**src/rtl/dec_fault_monitor_if.sv**
```systemverilog
// Sample/result bundle between a 4-to-16 decoder test harness and dec_fault_monitor.
// Optional FIRST_FAULT_CAPTURE_EN adds first_addr/first_vld.
interface dec_fault_monitor_if #(
    parameter int unsigned N_CODES = 16,
    parameter int unsigned CNT_W   = 5
) ();
    localparam int unsigned A_W = $clog2(N_CODES);

    logic               start;
    logic               valid;
    logic [A_W-1:0]     A;
    logic [N_CODES-1:0] D;
    logic               busy;
    logic               done;
    logic               pass;
    logic [CNT_W-1:0]   err_cnt;
    logic [N_CODES-1:0] sa0_mask;
    logic [N_CODES-1:0] sa1_mask;
`ifdef FIRST_FAULT_CAPTURE_EN
    logic [A_W-1:0]     first_addr;
    logic               first_vld;

    modport master (
        output start, valid, A, D,
        input  busy, done, pass, err_cnt, sa0_mask, sa1_mask, first_addr, first_vld
    );
    modport slave (
        input  start, valid, A, D,
        output busy, done, pass, err_cnt, sa0_mask, sa1_mask, first_addr, first_vld
    );
`else
    modport master (
        output start, valid, A, D,
        input  busy, done, pass, err_cnt, sa0_mask, sa1_mask
    );
    modport slave (
        input  start, valid, A, D,
        output busy, done, pass, err_cnt, sa0_mask, sa1_mask
    );
`endif
endinterface

```
**src/rtl/dec_fault_monitor.sv**
```systemverilog
// Session-based checker for a 4-to-16 decoder: compares D against one-hot(A) over 16 samples.
// Optional FIRST_FAULT_CAPTURE_EN records the address of the first mismatching sample.
module dec_fault_monitor #(
    parameter int unsigned N_CODES = 16,
    parameter int unsigned CNT_W   = 5
) (
    input  logic                 clk,
    input  logic                 rst_n,
    dec_fault_monitor_if.slave   bus
);
    localparam int unsigned A_W = $clog2(N_CODES);

    typedef enum logic [1:0] {
        IDLE = 2'd0,
        RUN  = 2'd1,
        DONE = 2'd2
    } state_t;

    state_t             state;
    logic [A_W-1:0]     sample_cnt;
    logic               busy_q;
    logic               done_q;
    logic               pass_q;
    logic [CNT_W-1:0]   err_cnt_q;
    logic [N_CODES-1:0] sa0_q;
    logic [N_CODES-1:0] sa1_q;
`ifdef FIRST_FAULT_CAPTURE_EN
    logic [A_W-1:0]     first_addr_q;
    logic               first_vld_q;
`endif

    logic [N_CODES-1:0] expect_vec;
    logic               mismatch;
    logic [CNT_W-1:0]   err_cnt_nxt;

    // Expected one-hot vector and the error count including the current sample.
    always_comb begin
        expect_vec  = N_CODES'(1) << bus.A;
        mismatch    = (bus.D != expect_vec);
        err_cnt_nxt = err_cnt_q;
        if (mismatch && (err_cnt_q != CNT_W'(N_CODES))) begin
            err_cnt_nxt = err_cnt_q + CNT_W'(1);
        end
    end

    always_ff @(posedge clk or negedge rst_n) begin
        if (!rst_n) begin
            state        <= IDLE;
            sample_cnt   <= '0;
            busy_q       <= 1'b0;
            done_q       <= 1'b0;
            pass_q       <= 1'b0;
            err_cnt_q    <= '0;
            sa0_q        <= '0;
            sa1_q        <= '0;
`ifdef FIRST_FAULT_CAPTURE_EN
            first_addr_q <= '0;
            first_vld_q  <= 1'b0;
`endif
        end else begin
            done_q <= 1'b0;
            case (state)
                IDLE: begin
                    // A valid coinciding with start is deliberately dropped.
                    if (bus.start) begin
                        state       <= RUN;
                        busy_q      <= 1'b1;
                        sample_cnt  <= '0;
                        pass_q      <= 1'b0;
                        err_cnt_q   <= '0;
                        sa0_q       <= '0;
                        sa1_q       <= '0;
`ifdef FIRST_FAULT_CAPTURE_EN
                        first_vld_q <= 1'b0;
`endif
                    end
                end
                RUN: begin
                    if (bus.valid) begin
                        sa0_q     <= sa0_q | (expect_vec & ~bus.D);
                        sa1_q     <= sa1_q | (bus.D & ~expect_vec);
                        err_cnt_q <= err_cnt_nxt;
`ifdef FIRST_FAULT_CAPTURE_EN
                        if (mismatch && !first_vld_q) begin
                            first_addr_q <= bus.A;
                            first_vld_q  <= 1'b1;
                        end
`endif
                        if (sample_cnt == A_W'(N_CODES - 1)) begin
                            state  <= DONE;
                            busy_q <= 1'b0;
                            done_q <= 1'b1;
                            pass_q <= (err_cnt_nxt == '0);
                        end else begin
                            sample_cnt <= sample_cnt + A_W'(1);
                        end
                    end
                end
                DONE: begin
                    state <= IDLE;
                end
                default: begin
                    state  <= IDLE;
                    busy_q <= 1'b0;
                end
            endcase
        end
    end

    assign bus.busy     = busy_q;
    assign bus.done     = done_q;
    assign bus.pass     = pass_q;
    assign bus.err_cnt  = err_cnt_q;
    assign bus.sa0_mask = sa0_q;
    assign bus.sa1_mask = sa1_q;
`ifdef FIRST_FAULT_CAPTURE_EN
    assign bus.first_addr = first_addr_q;
    assign bus.first_vld  = first_vld_q;
`endif

endmodule

```
**src/flat_wrapper.sv**
```systemverilog
// flat-port wrapper written by rule: the top's interface ports become plain ports
module dec_fault_monitor_flat 
#(
    parameter int unsigned N_CODES = 16,
    parameter int unsigned CNT_W   = 5
)
  (clk, rst_n, bus_start, bus_valid, bus_A, bus_D, bus_busy, bus_done, bus_pass, bus_err_cnt, bus_sa0_mask, bus_sa1_mask);
  dec_fault_monitor_if #(.N_CODES(N_CODES), .CNT_W(CNT_W)) bus_i ();
  input  logic clk;
  input  logic rst_n;
  input wire logic [$bits(bus_i.start)-1:0] bus_start;
  input wire logic [$bits(bus_i.valid)-1:0] bus_valid;
  input wire logic [$bits(bus_i.A)-1:0] bus_A;
  input wire logic [$bits(bus_i.D)-1:0] bus_D;
  output wire logic [$bits(bus_i.busy)-1:0] bus_busy;
  output wire logic [$bits(bus_i.done)-1:0] bus_done;
  output wire logic [$bits(bus_i.pass)-1:0] bus_pass;
  output wire logic [$bits(bus_i.err_cnt)-1:0] bus_err_cnt;
  output wire logic [$bits(bus_i.sa0_mask)-1:0] bus_sa0_mask;
  output wire logic [$bits(bus_i.sa1_mask)-1:0] bus_sa1_mask;
  assign bus_i.start = bus_start;
  assign bus_i.valid = bus_valid;
  assign bus_i.A = bus_A;
  assign bus_i.D = bus_D;
  assign bus_busy = bus_i.busy;
  assign bus_done = bus_i.done;
  assign bus_pass = bus_i.pass;
  assign bus_err_cnt = bus_i.err_cnt;
  assign bus_sa0_mask = bus_i.sa0_mask;
  assign bus_sa1_mask = bus_i.sa1_mask;
  dec_fault_monitor #(.N_CODES(N_CODES), .CNT_W(CNT_W)) u_core (.clk(clk), .rst_n(rst_n), .bus(bus_i));
endmodule
```
**config.mk**
```make
export PLATFORM = sky130hd
export DESIGN_NAME = dec_fault_monitor_flat
export DESIGN_NICKNAME = d
export VERILOG_FILES = /design/src/rtl/dec_fault_monitor_if.sv /design/src/rtl/dec_fault_monitor.sv /design/src/flat_wrapper.sv
export SDC_FILE = /design/constraint.sdc
export NUM_CORES = 1
export LEC_CHECK = 0
export BUFFER_PORTS_ARGS = -buffer_cell sky130_fd_sc_hd__buf_2
export CAP_MARGIN = 20
export CORE_MARGIN = 2
export CORE_UTILIZATION = 50
export CTS_CLUSTER_DIAMETER = 100
export DETAILED_ROUTE_END_ITERATION = 12
export PLACE_DENSITY = 0.85
export SYNTH_ARGS = -nofsm -noshare
export SYNTH_HDL_FRONTEND = slang
export SYNTH_SLANG_ARGS = --single-unit
```
**constraint.sdc**
```tcl
create_clock -name clk -period 4.7 [get_ports clk]
set_clock_uncertainty 0.15 [all_clocks]
set_input_delay 0.235 -clock clk [delete_from_list [all_inputs] [get_ports clk]]
set_output_delay 0.235 -clock clk [all_outputs]
set_load 0.1 [all_outputs]
```
---- After elaboration in Yosys (flattened, before gate mapping) ----
Cells that the tools add are included.
word-level totals
  bits in latches ......................... 0
  memories kept ........................... 0
  ROM bits ................................ 0
  input port bits ......................... 24
  memory bits (writable) .................. 0
  register bits ........................... 46
  word-level logic and storage cells ...... 64
  output and inout port bits .............. 40
cells by class
  divide/modulo/power cells ............... 0
  order comparisons ....................... 0
  multiply operators ...................... 0
  $add $sub $neg .......................... 2
  mux-type cells .......................... 28
  equal/unequal tests ..................... 9
  bitwise operators ....................... 7
  shifts and indexed selects .............. 1
  reductions and logical operators ........ 9
operators by type and width
  operator                                                             number
  16-bit case mux with 2 select lines                                  2
  16-bit 2-to-1 mux                                                    3
  16-bit bitwise AND                                                   2
  16-bit inverter                                                      2
  16-bit OR                                                            2
  16-bit != test                                                       1
  1-bit by 4-bit << shifter with 16-bit output (first input constant)  1
  5-bit 2-to-1 mux                                                     3
  4-bit 2-to-1 mux                                                     3
  4-bit AND reduction                                                  3
  5-bit case mux with 2 select lines                                   1
  1-bit 2-to-1 mux                                                     9
  4-bit case mux with 2 select lines                                   1
  2-bit 2-to-1 mux                                                     3
  2-bit != test (second input constant)                                3
  3-bit AND reduction                                                  2
  5-bit by 1-bit adder with 5-bit output (second input constant)       1
  5-bit logical NOT                                                    1
  5-bit != test (second input constant)                                1
  4-bit by 1-bit adder with 4-bit output (second input constant)       1
  4-bit == test (second input constant)                                1
  2-bit case mux with 2 select lines                                   1
  1-bit case mux with 3 select lines                                   1
  2-bit by 1-bit == test with 1-bit output (second input constant)     1
  other kinds (7)                                                      7

---- Longest topological paths before layout ----
Gate-level depths: netlist (run 1).
  depth after elaboration ................. 8
  gate-level depth with buffers ........... 10
  depth with buffers taken out ............ 9

---- Worst setup path before layout (run 1) ----
Ideal clock, no wire load.
  kind .................................... register to register
  start ................................... register u_core.err_cnt_q[2] (netlist: u_core.bus.err_cnt[2])
  end ..................................... register u_core.pass_q (netlist: u_core.bus.pass)
  buffers on the path ..................... 0
  setup slack ............................. 2.368 ns
  library setup time ...................... 0.103 ns
  period minus slack after synthesis ...... 2.332 ns
  required time ........................... 4.447 ns
  cell stages (with the launch flop) ...... 6
  data arrival time ....................... 2.078 ns
  path through ............................ dfrtp_1 > and3_4 > or4b_1 > a21oi_1 > a21oi_1 > o41ai_2
on the way
  longest elaborated chain between the ends .. 7
  elaborated cells on any way between the ends .. 8
  those cells by class .................... 1 x add/sub; 1 x eq/ne; 4 x mux; 2 x reduce/logical
ends and longest elaborated chain
  what                                                                                            line                     RTL
  start: declaration                                                                              dec_fault_monitor.sv:24  logic [CNT_W-1:0] err_cnt_q;
  start signal: assignment                                                                        dec_fault_monitor.sv:82  err_cnt_q <= err_cnt_nxt;
  parallel branches: the longest is 2 deep, another holds 5-bit by 1-bit adder with 5-bit output  -
  5-bit 2-to-1 mux *                                                                              dec_fault_monitor.sv:41  if (mismatch && (err_cnt_q != CNT_W'(N_CODES))) begin
  5-bit logical NOT *                                                                             dec_fault_monitor.sv:93  pass_q <= (err_cnt_nxt == '0);
  1-bit 2-to-1 mux *                                                                              dec_fault_monitor.sv:89  if (sample_cnt == A_W'(N_CODES - 1)) begin
  1-bit 2-to-1 mux *                                                                              dec_fault_monitor.sv:79  if (bus.valid) begin
  1-bit case mux with 2 select lines *                                                            dec_fault_monitor.sv:62  case (state)
  end signal: assignment                                                                          dec_fault_monitor.sv:93
  end: declaration                                                                                dec_fault_monitor.sv:23  logic pass_q;
Every way passes the cells marked *. The select of a mux whose other input is x is not followed.
A chain may end at the register's enable or synchronous reset.

---- Worst setup path in the final report (run 1) ----
  start ................................... input port bus_A[0]
  end ..................................... register u_core.pass_q (netlist: u_core.bus.pass)
on the way
  longest elaborated chain between the ends .. 8
ends and longest elaborated chain
  what                                          line                     RTL
  start: declaration                            flat_wrapper.sv:13       input wire logic [$bits(bus_i.A)-1:0] bus_A;
  1-bit by 4-bit << shifter with 16-bit output  dec_fault_monitor.sv:38  expect_vec = N_CODES'(1) << bus.A;
  16-bit != test                                dec_fault_monitor.sv:39  mismatch = (bus.D != expect_vec);
  1-bit logical AND                             dec_fault_monitor.sv:41
  5-bit 2-to-1 mux                              dec_fault_monitor.sv:41
  5-bit logical NOT                             dec_fault_monitor.sv:93
  1-bit 2-to-1 mux                              dec_fault_monitor.sv:89
  1-bit 2-to-1 mux                              dec_fault_monitor.sv:79
  1-bit case mux with 2 select lines            dec_fault_monitor.sv:62
No other way between the ends. The select of a mux whose other input is x is not followed.

==> results of run 1 <==
## through the flow
stage                     setup slack (ps)  cell area, sq um  hold slack, ps   util  std cells
after floorplan                       2370              2560            -211      -        275
after global placement                2270              2930             304  0.586        402
after detailed placement              2190              2930             315  0.586        402
after CTS                             2470              3060             133  0.610        411
after global routing                  2340              3080             160  0.614        412
final                                 2440              3080             139  0.614        412
## state kept, by name, indices dropped and copies added (netlist names)
register             flops
u_core.bus.busy          1
u_core.bus.done          1
u_core.bus.err_cnt       5
u_core.bus.pass          1
u_core.bus.sa0_mask     16
u_core.bus.sa1_mask     16
u_core.sample_cnt        4
u_core.state             2
## cells by family after synthesis
family,count (synthesis),share of synthesized area
AO/OA/AOI/OAI,55,0.127
XOR/XNOR,2,0.00685
adder cells (fa/ha/maj),35,0.171
buffers and inverters,45,0.0710
flip-flops,46,0.450
multiplexers,2,0.00783
AND/OR/NAND/NOR,90,0.166
## worst reg2reg max path, delay by kind of cell (launching register included)
kind               cells  cell delay [ps]
and+or+nand+nor        2              740
DFF                    1              500
AOI/OAI and AO/OA      3              600
## metal layers
metal | track usage | vias up
met3 | 0.0423 | 11
met2 | 0.357 | 79
met4 | 0.0663 | 0
met1 | 0.269 | 1017
li1 | - | 1044
met5 | 0 | -
## repair_timing
action | 4_1_cts | 5_1_grt
hold buffers | 1 | 0
endpoints found under the hold margin | 46 | 0
resized for setup | 0 | 0
## Yosys cell counts, drive strengths merged
master and n:
a21boi 1, a21o 3, a21oi 37, a221oi 1, a22o 1, a31oi 2, a32o 1, and2 2
and3 2, buf 5, clkbuf 3, dfrtp 46, ha 35, inv 37, mux2i 2, nand2 17
nand2b 1, nand3 9, nand4 7, nor2 43, nor2b 5, nor3 1, o21ai 4, o21ba 1
o22ai 2, o41ai 2, or4 1, or4b 1, or4bb 1, xor2 2
## path summary, 6_finish.rpt
| check | from | endpoint | slack [ps] |
|---|---|---|---|
| hold reg to reg | u_core.bus.sa1_mask[5] | u_core.bus.sa1_mask[5] | 350 |
| min in group asynchronous | rst_n | u_core.bus.sa1_mask[7] | 260 |
| max in group asynchronous | rst_n | u_core.bus.err_cnt[4] | 3650 |
| hold / removal | bus_valid | u_core.state[0] | 140 |
| setup reg to reg | u_core.bus.err_cnt[2] | u_core.bus.pass | 2610 |
| setup / recovery | bus_A[0] | u_core.bus.pass | 2440 |
## final cells by class
type / count / area share
Tap cell: 70 / 0.0285
Multi-Input combinational cell: 184 / 0.398
Clock buffer: 5 / 0.0224
Clock inverter: 3 / 0.0146
Timing Repair Buffer: 67 / 0.117
Sequential cell: 46 / 0.374
Inverter: 37 / 0.0451
==> summary.md, run 1 <==
| Metric | Value |
|---|---|
| Status | complete, no violations |
| Most common cell after layout, fill and taps aside | buf_2 |
| Setup tns final | 0 ps |
| Final Cycle Share | 0.480 |
| Syn_nets | between 300 and 400 |
| Uppermost layer routed | met4 |
| RSZ-0062 raised after global routing | false |
| Critical path endpoint category | flip-flop |
| CTS tree | yes |
| Hold Fails Final Rpt | 0 |
| GP Congestion | ~0.86 |
| First-pass GRT wire length | 9030 um |
| Crit path max fanout | 7 |
| Netlist Area Pre-Place | about 2600 sq um |
| DRT iter0 DRCs | between 90 and 100 |
| Wirelength per Cell | ~14 um |
| Initial antenna violation count | 0 |
| HPWL Detailed | about 4200 um |
| Number of global-route vias before repair | 2025 |
| FF+latch area | about 1200 sq um |
| Max-cap violations | 0 |
| Worst reg2reg path depth | 5 |
| Post-route DRC violation count | 0 |
| Nets@finish | 400 |
| Via/cell ratio | approximately 5.2 |
| CP Buf/Inv Count | 2 |
| Tmin final | ~2300 ps |
| # diodes | 0 |
| Crit path required time | around 4700 ps |
| Critical Path Source Type | primary input |
| Die Width | approximately 76 um |
| Largest net degree at the start of global routing | between 40 and 50 |
| CTS max path bufs | 2 |
| Flops & latches, synth | 46 |
| Critical-path cell list | buf_2 -> nor2b_1 -> nand3_1 -> inv_1 -> ha_1 -> nand4_1 -> o41ai_1 -> a21oi_1 -> o41ai_2 |
| Overall Global Routing Usage | 0.209 |
| Port bufs | 63 |
| Hold Crit Class | in2reg |
| Die height | approximately 76 um |
| I/O pin count | 64 |
| Routed vias | between 2000 and 2500 |
| Post-Syn Instances | approximately 280 |
| Multi-input logic area | between 1000 and 1500 sq um |
| Starting Density | 0.510 |
| Slowest cell on crit path | o41ai_1 |
| Distinct cells, synth | 36 |
| CP Depth | 9 |
| Gr ovfl total | 0 |
| Crit Path Category | in2reg |
| Share of cells above drive strength 1 | 0.237 |
| WL final | 5590 um |
| M1 WL | approximately 2500 um |
| Worst-Skew Late Latency | between 300 and 400 ps |
| Num CTS Buffers | 5 |
| CTS root buffer | clkbuf_8 |
| Drt pass-1 iters | 5 |
| Synthesized area per cell | roughly 9.3 sq um |
| Area leader, netlist | dfrtp_1 |
| WL met2 | between 2000 and 3000 um |
| Core footprint | ~5000 sq um |
| Max-Slew Margin vs Limit | 0.626 |
| Layout fillers | 467 |
| Clock-pin slew on the worst setup and hold paths | about 80 ps |
| H-tree levels | 2 |
| Rows | 26 |
| Commonest non-fill, non-tap cells in the layout | buf_2, dfrtp_1, nor2_1 |
| Setup violators final | 0 |
| Area delta synth->final | 20.4% |
| Final Slew Violations | 0 |
| DR WL met3 | around 350 um |
| Most area-consuming cells after synthesis | dfrtp_1, ha_1, a21oi_1, nor2_1, inv_1 |
| Setup Buffers After CTS | 0 |
| ANT nets after route | 0 |
| Crit path max-delay family | compound AO/OA/AOI/OAI gates |
| Die area | roughly 5700 sq um |
| Largest stage delay on the critical path | 590 ps |
| CTS Sinks | 46 |
| Sequential cell area fraction in the yosys report | 0.450 |
| Worst-Margin Slew | approximately 550 ps |
| Synth warnings | 0 |
| Synth top area share | 0.450 |
| Max Freq | 443 MHz |
| Data arrival, critical path | ~2300 ps |
| Min-Delay Path Depth | 3 |
Power of run 1 is not shown: default switching activity piles up to over one toggle a cycle in this logic, so the estimate is an artifact.
==> run 2: changes to the inputs <==
Clock period 4.7 ns to 2.19 ns, I/O delays scaled along.
==> summary.md, run 2 (synthesized netlist as in run 1, its figures left out) <==
| Metric | Value |
|---|---|
| First-pass GRT wire length | 9650 um (+6.9%) |
| Post-route DRC violation count | 0 (unchanged) |
| Gr ovfl total | 0 (unchanged) |
| RSZ-0062 raised after global routing | false |
| Routed vias | 2235 (+3.9%) |
| Port bufs | 63 (unchanged) |
| Max-cap violations | 0 (unchanged) |
| Final Cycle Share | 0.940 |
| Worst reg2reg path depth | 6 (+1) |
| CTS max path bufs | 2 (unchanged) |
| CTS Sinks | 46 (unchanged) |
| H-tree levels | 2 (unchanged) |
| Max Freq | approximately 490 MHz |
| Die Width | 75.5 um (unchanged) |
| Via/cell ratio | 5.14 (-1.6%) |
| Nets@finish | 423 (+5.8%) |
| ANT nets after route | 0 (unchanged) |
| Critical-path cell list | buf_2 -> nor2b_1 -> buf_4 -> nand2_1 -> inv_1 -> ha_1 -> nand4_1 -> or4_4 -> and2_4 -> mux2i_1 -> o41ai_2 |
| Initial antenna violation count | 0 (unchanged) |
| Num CTS Buffers | 5 (unchanged) |
| Wirelength per Cell | 13.3 um (-1.6%) |
| Layout fillers | 440 (-5.8%) |
| Commonest non-fill, non-tap cells in the layout | buf_2, nor2_1, dfrtp_1 |
| Final Slew Violations | 0 (unchanged) |
| Worst-Skew Late Latency | 300 ps (about the same) |
| Setup Buffers After CTS | 0 (unchanged) |
| # diodes | 0 (unchanged) |
| Data arrival, critical path | 2110 ps (-190 ps) |
| GP Congestion | 0.889 (+3.6%) |
| Drt pass-1 iters | 4 (-1) |
| Number of global-route vias before repair | 2197 (+8.5%) |
| Slowest cell on crit path | or4_4 |
| Critical Path Source Type | primary input |
| Clock-pin slew on the worst setup and hold paths | 90 ps (about the same) |
| Final core utilization | 0.647 (+0.0322) |
| Overall Global Routing Usage | 0.222 (+0.0131) |
| Core footprint | 5010 sq um (unchanged) |
| Largest net degree at the start of global routing | 47 (unchanged) |
| Area delta synth->final | 26.7% |
| Most common cell after layout, fill and taps aside | buf_2 |
| CTS tree | yes |
| HPWL Detailed | 4260 um (+2.1%) |
| Min-Delay Path Depth | 4 (+1) |
| CTS root buffer | clkbuf_8 |
| Die height | 75.5 um (unchanged) |
| Tmin final | just over 2000 ps |
| Share of cells above drive strength 1 | 0.296 (+0.0590) |
| Hold Crit Class | in2reg |
| Starting Density | 0.510 (unchanged) |
| Crit path required time | 2240 ps (-2500 ps) |
| Critical path endpoint category | flip-flop |
| Status | complete, no violations |
| Setup violators final | 0 (unchanged) |
| I/O pin count | 64 (unchanged) |
| Die area | 5700 sq um (unchanged) |
| Crit Path Category | in2reg |
| DRT iter0 DRCs | 117 (+23%) |
| Rows | 26 (unchanged) |
| WL final | 5810 um (+3.9%) |
| Crit path max fanout | 6 (-1) |
| Hold Fails Final Rpt | 0 (unchanged) |
| Largest stage delay on the critical path | 520 ps (-70 ps) |
| Max-Slew Margin vs Limit | 0.658 (+0.0322) |
| Worst-Margin Slew | 513 ps (-41.0 ps) |
-- run 2: routing by layer --
layer  up-vias  wire length [um]  GRT usage
li1       1092                 -          -
met1      1068              2640      0.281
met2        66              2740      0.377
met3         9               319     0.0516
met4         0               106     0.0760
met5         -                 0          0
-- run 2: path summary, 6_finish.rpt --
| kind | from | end | slack (ps) |
|---|---|---|---|
| max in group asynchronous | rst_n | u_core.bus.err_cnt[0] | 1500 |
| setup / recovery | bus_A[0] | u_core.bus.pass | 130 |
| setup reg to reg | u_core.sample_cnt[0] | u_core.sample_cnt[3] | 220 |
| hold reg to reg | u_core.bus.sa1_mask[3] | u_core.bus.sa1_mask[3] | 350 |
| min in group asynchronous | rst_n | u_core.bus.sa1_mask[15] | 140 |
| hold / removal | bus_D[12] | u_core.bus.sa1_mask[12] | 40 |
-- run 2: area by class of cell --
cell class	count	area, sq um	area share
multi-input cells	184	1230	0.379
flip-flops and latches	46	1160	0.357
repair buffers	90	536	0.165
inverters	37	139	0.0429
well taps	70	87.6	0.0270
clock buffers	7	86.3	0.0267
clock inverters	1	5.00	0.00154
-- run 2: stage by stage --
step / hold WS (ps) / cells / instance area [sq um] / worst slack [ps] / TNS [ps]
after floorplan: -336 / 275 / 2560 / 81.6 / 0
after global placement: -38.0 / 425 / 3130 / -87.0 / -301
after detailed placement: -37.1 / 425 / 3130 / -140 / -507
after CTS: 39.0 / 435 / 3240 / 151 / 0
after global routing: 77.3 / 435 / 3240 / 21.6 / 0
final: 41.4 / 435 / 3240 / 132 / 0
-- run 2: worst max-delay path, delay by kind of cell --
kind | cells | cell delay [ps]
compound gates | 1 | 190
mux | 1 | 120
fa+ha+maj | 1 | 270
simple gates | 5 | 1080
buf+inv | 3 | 320
-- run 2: what timing repair did --
action / 4_1_cts / 5_1_grt
hold endpoints to repair: 47 / 0
endpoints found under the setup margin: 0 / 2
hold buffers: 2 / 0
resized for setup: 0 / 1
Power of run 2 is left out for the same reason.
==> run 3: changes to the inputs <==
Settings changed: GPL_TIMING_DRIVEN set to 1, PLACE_DENSITY 0.85 to 0.82.
==> summary.md, run 3 (synthesized netlist as in run 1, its figures left out) <==
| Metric | Value |
|---|---|
| Initial antenna violation count | 0 (unchanged) |
| Largest stage delay on the critical path | 570 ps (+50 ps) |
| Final Slew Violations | 0 (unchanged) |
| Data arrival, critical path | 2120 ps (about the same) |
| Via/cell ratio | 5.07 (-1.3%) |
| Critical Path Source Type | primary input |
| Area delta synth->final | 27.9% |
| CTS root buffer | clkbuf_8 |
| H-tree levels | 2 (unchanged) |
| Worst r2r dst | u_core.bus.pass |
| Wirelength per Cell | 14.1 um (+5.5%) |
| Number of global-route vias before repair | 2188 (-0.41%) |
| I/O pin count | 64 (unchanged) |
| Max-cap violations | 0 (unchanged) |
| RSZ-0062 raised after global routing | false |
| Hold Slack | 55.0 ps (+13.6 ps) |
| Nets@finish | 426 (+0.71%) |
| Worst r2r src | u_core.bus.err_cnt[2] |
| Worst-Skew Late Latency | 300 ps (about the same) |
| DRT iter0 DRCs | 124 (+6.0%) |
| Worst reg2reg path depth | 5 (-1) |
| ANT nets after route | 0 (unchanged) |
| Die height | 75.5 um (unchanged) |
| Routed vias | 2222 (-0.58%) |
| Max Freq | 483 MHz (-0.68%) |
| CTS Sinks | 46 (unchanged) |
| WL final | 6170 um (+6.2%) |
| CTS max path bufs | 2 (unchanged) |
| Core footprint | 5010 sq um (unchanged) |
| # diodes | 0 (unchanged) |
| Worst Setup EP | u_core.bus.pass |
| Port bufs | 63 (unchanged) |
| Num CTS Buffers | 5 (unchanged) |
| Final Cycle Share | 0.946 (+0.00647) |
| Share of cells above drive strength 1 | 0.304 (+0.00846) |
| Crit path required time | 2240 ps (about the same) |
| Critical path endpoint category | flip-flop |
| HPWL Detailed | 4620 um (+8.4%) |
| Critical-path cell list | buf_2 -> buf_4 -> nor2b_1 -> nand2_1 -> inv_1 -> ha_1 -> nand4_1 -> or4_4 -> and2_4 -> mux2i_1 -> o41ai_2 |
| Rows | 26 (unchanged) |
| Clock-pin slew on the worst setup and hold paths | 90 ps (about the same) |
| First-pass GRT wire length | 9870 um (+2.4%) |
| Post-route DRC violation count | 0 (unchanged) |
| Commonest non-fill, non-tap cells in the layout | buf_2, nor2_1, dfrtp_1 |
| Worst-Margin Slew | 894 ps (+380 ps) |
| Status | complete, no violations |
| Final core utilization | 0.652 (+0.00575) |
| Final worst slack | 117 ps (-14.2 ps) |
| Hold Fails Final Rpt | 0 (unchanged) |
| R2R setup slack | 290 ps (+70 ps) |
| Starting Density | 0.510 (unchanged) |
| Crit path launch | bus_A[0] |
| Most common cell after layout, fill and taps aside | buf_2 |
| Die Width | 75.5 um (unchanged) |
| Drt pass-1 iters | 4 (unchanged) |
| Min-Delay Startpoint | bus_D[8] |
| Setup violators final | 0 (unchanged) |
| Max-Slew Margin vs Limit | 0.404 (-0.254) |
| Crit Path Category | in2reg |
| Die area | 5700 sq um (unchanged) |
| GP Congestion | 0.827 (-7.0%) |
| Tmin final | 2070 ps (+14.2 ps) |
| Layout fillers | 444 (+0.91%) |
| Place WS | -210 ps (-70.2 ps) |
| CTS tree | yes |
| Largest net degree at the start of global routing | 41 (-13%) |
| Crit path max fanout | 6 (unchanged) |
| Hold Crit Class | in2reg |
| Overall Global Routing Usage | 0.229 (+0.00640) |
| Gr ovfl total | 0 (unchanged) |
| Slowest cell on crit path | or4_4 |
[run 3: cell count changes in the layout (fill, tap and decap cells not counted), sizes merged]
cell  previous run  this run
buf             88        91
[run 3: stage by stage]
stage / instance area, sq um / setup TNS (ps) / instances
floorplan: 2560 / 0 / 275
global placement: 3150 / -414 / 428
detailed placement: 3150 / -783 / 428
CTS: 3260 / 0 / 438
global route: 3270 / 0 / 438
finish: 3270 / 0 / 438
[run 3: final cells by class]
class / count / area [sq um] / area share
multi-input cells: 184 / 1230 / 0.378
flip-flops and latches: 46 / 1160 / 0.354
repair buffers: 93 / 558 / 0.171
clock buffers: 7 / 86.3 / 0.0264
well taps: 70 / 87.6 / 0.0268
inverters: 37 / 139 / 0.0425
clock inverters: 1 / 5.00 / 0.00153
[run 3: how the worst min path moves through the flow]
stage	slack, ps	cells after the start	to
2_1_floorplan	-340	0	u_core.bus.busy
3_3_place_gp	120	1	u_core.bus.sa1_mask[15]
3_5_place_dp	140	1	u_core.bus.sa1_mask[15]
4_1_cts	40	4	u_core.bus.sa1_mask[8]
5_1_grt	60	4	u_core.bus.sa1_mask[5]
6_report	60	4	u_core.bus.sa1_mask[8]
[run 3: metal layers]
layer / wire length, um / vias to the layer above / global-route usage
met4: 57 / 0 / 0.0526
met1: 2770 / 1070 / 0.286
met2: 3050 / 56 / 0.406
met3: 282 / 7 / 0.0489
li1: - / 1089 / -
met5: 0 / - / 0
[run 3: timing repair]
| item | in CTS | in global routing |
|---|---|---|
| hold buffers | 2 | 0 |
| setup endpoints to repair | 0 | 3 |
| resized for setup | 0 | 2 |
| hold endpoints to repair | 39 | 0 |
| buffers inserted | 0 | 0 |
[run 3: critical path, delay by kind of cell]
kind | cells | cell delay (ps)
and+or+nand+nor | 5 | 1230
adders and majority gates | 1 | 120
muxes | 1 | 130
buffers and inverters | 3 | 330
AOI/OAI and AO/OA | 1 | 210
Power of run 3 is left out for the same reason.
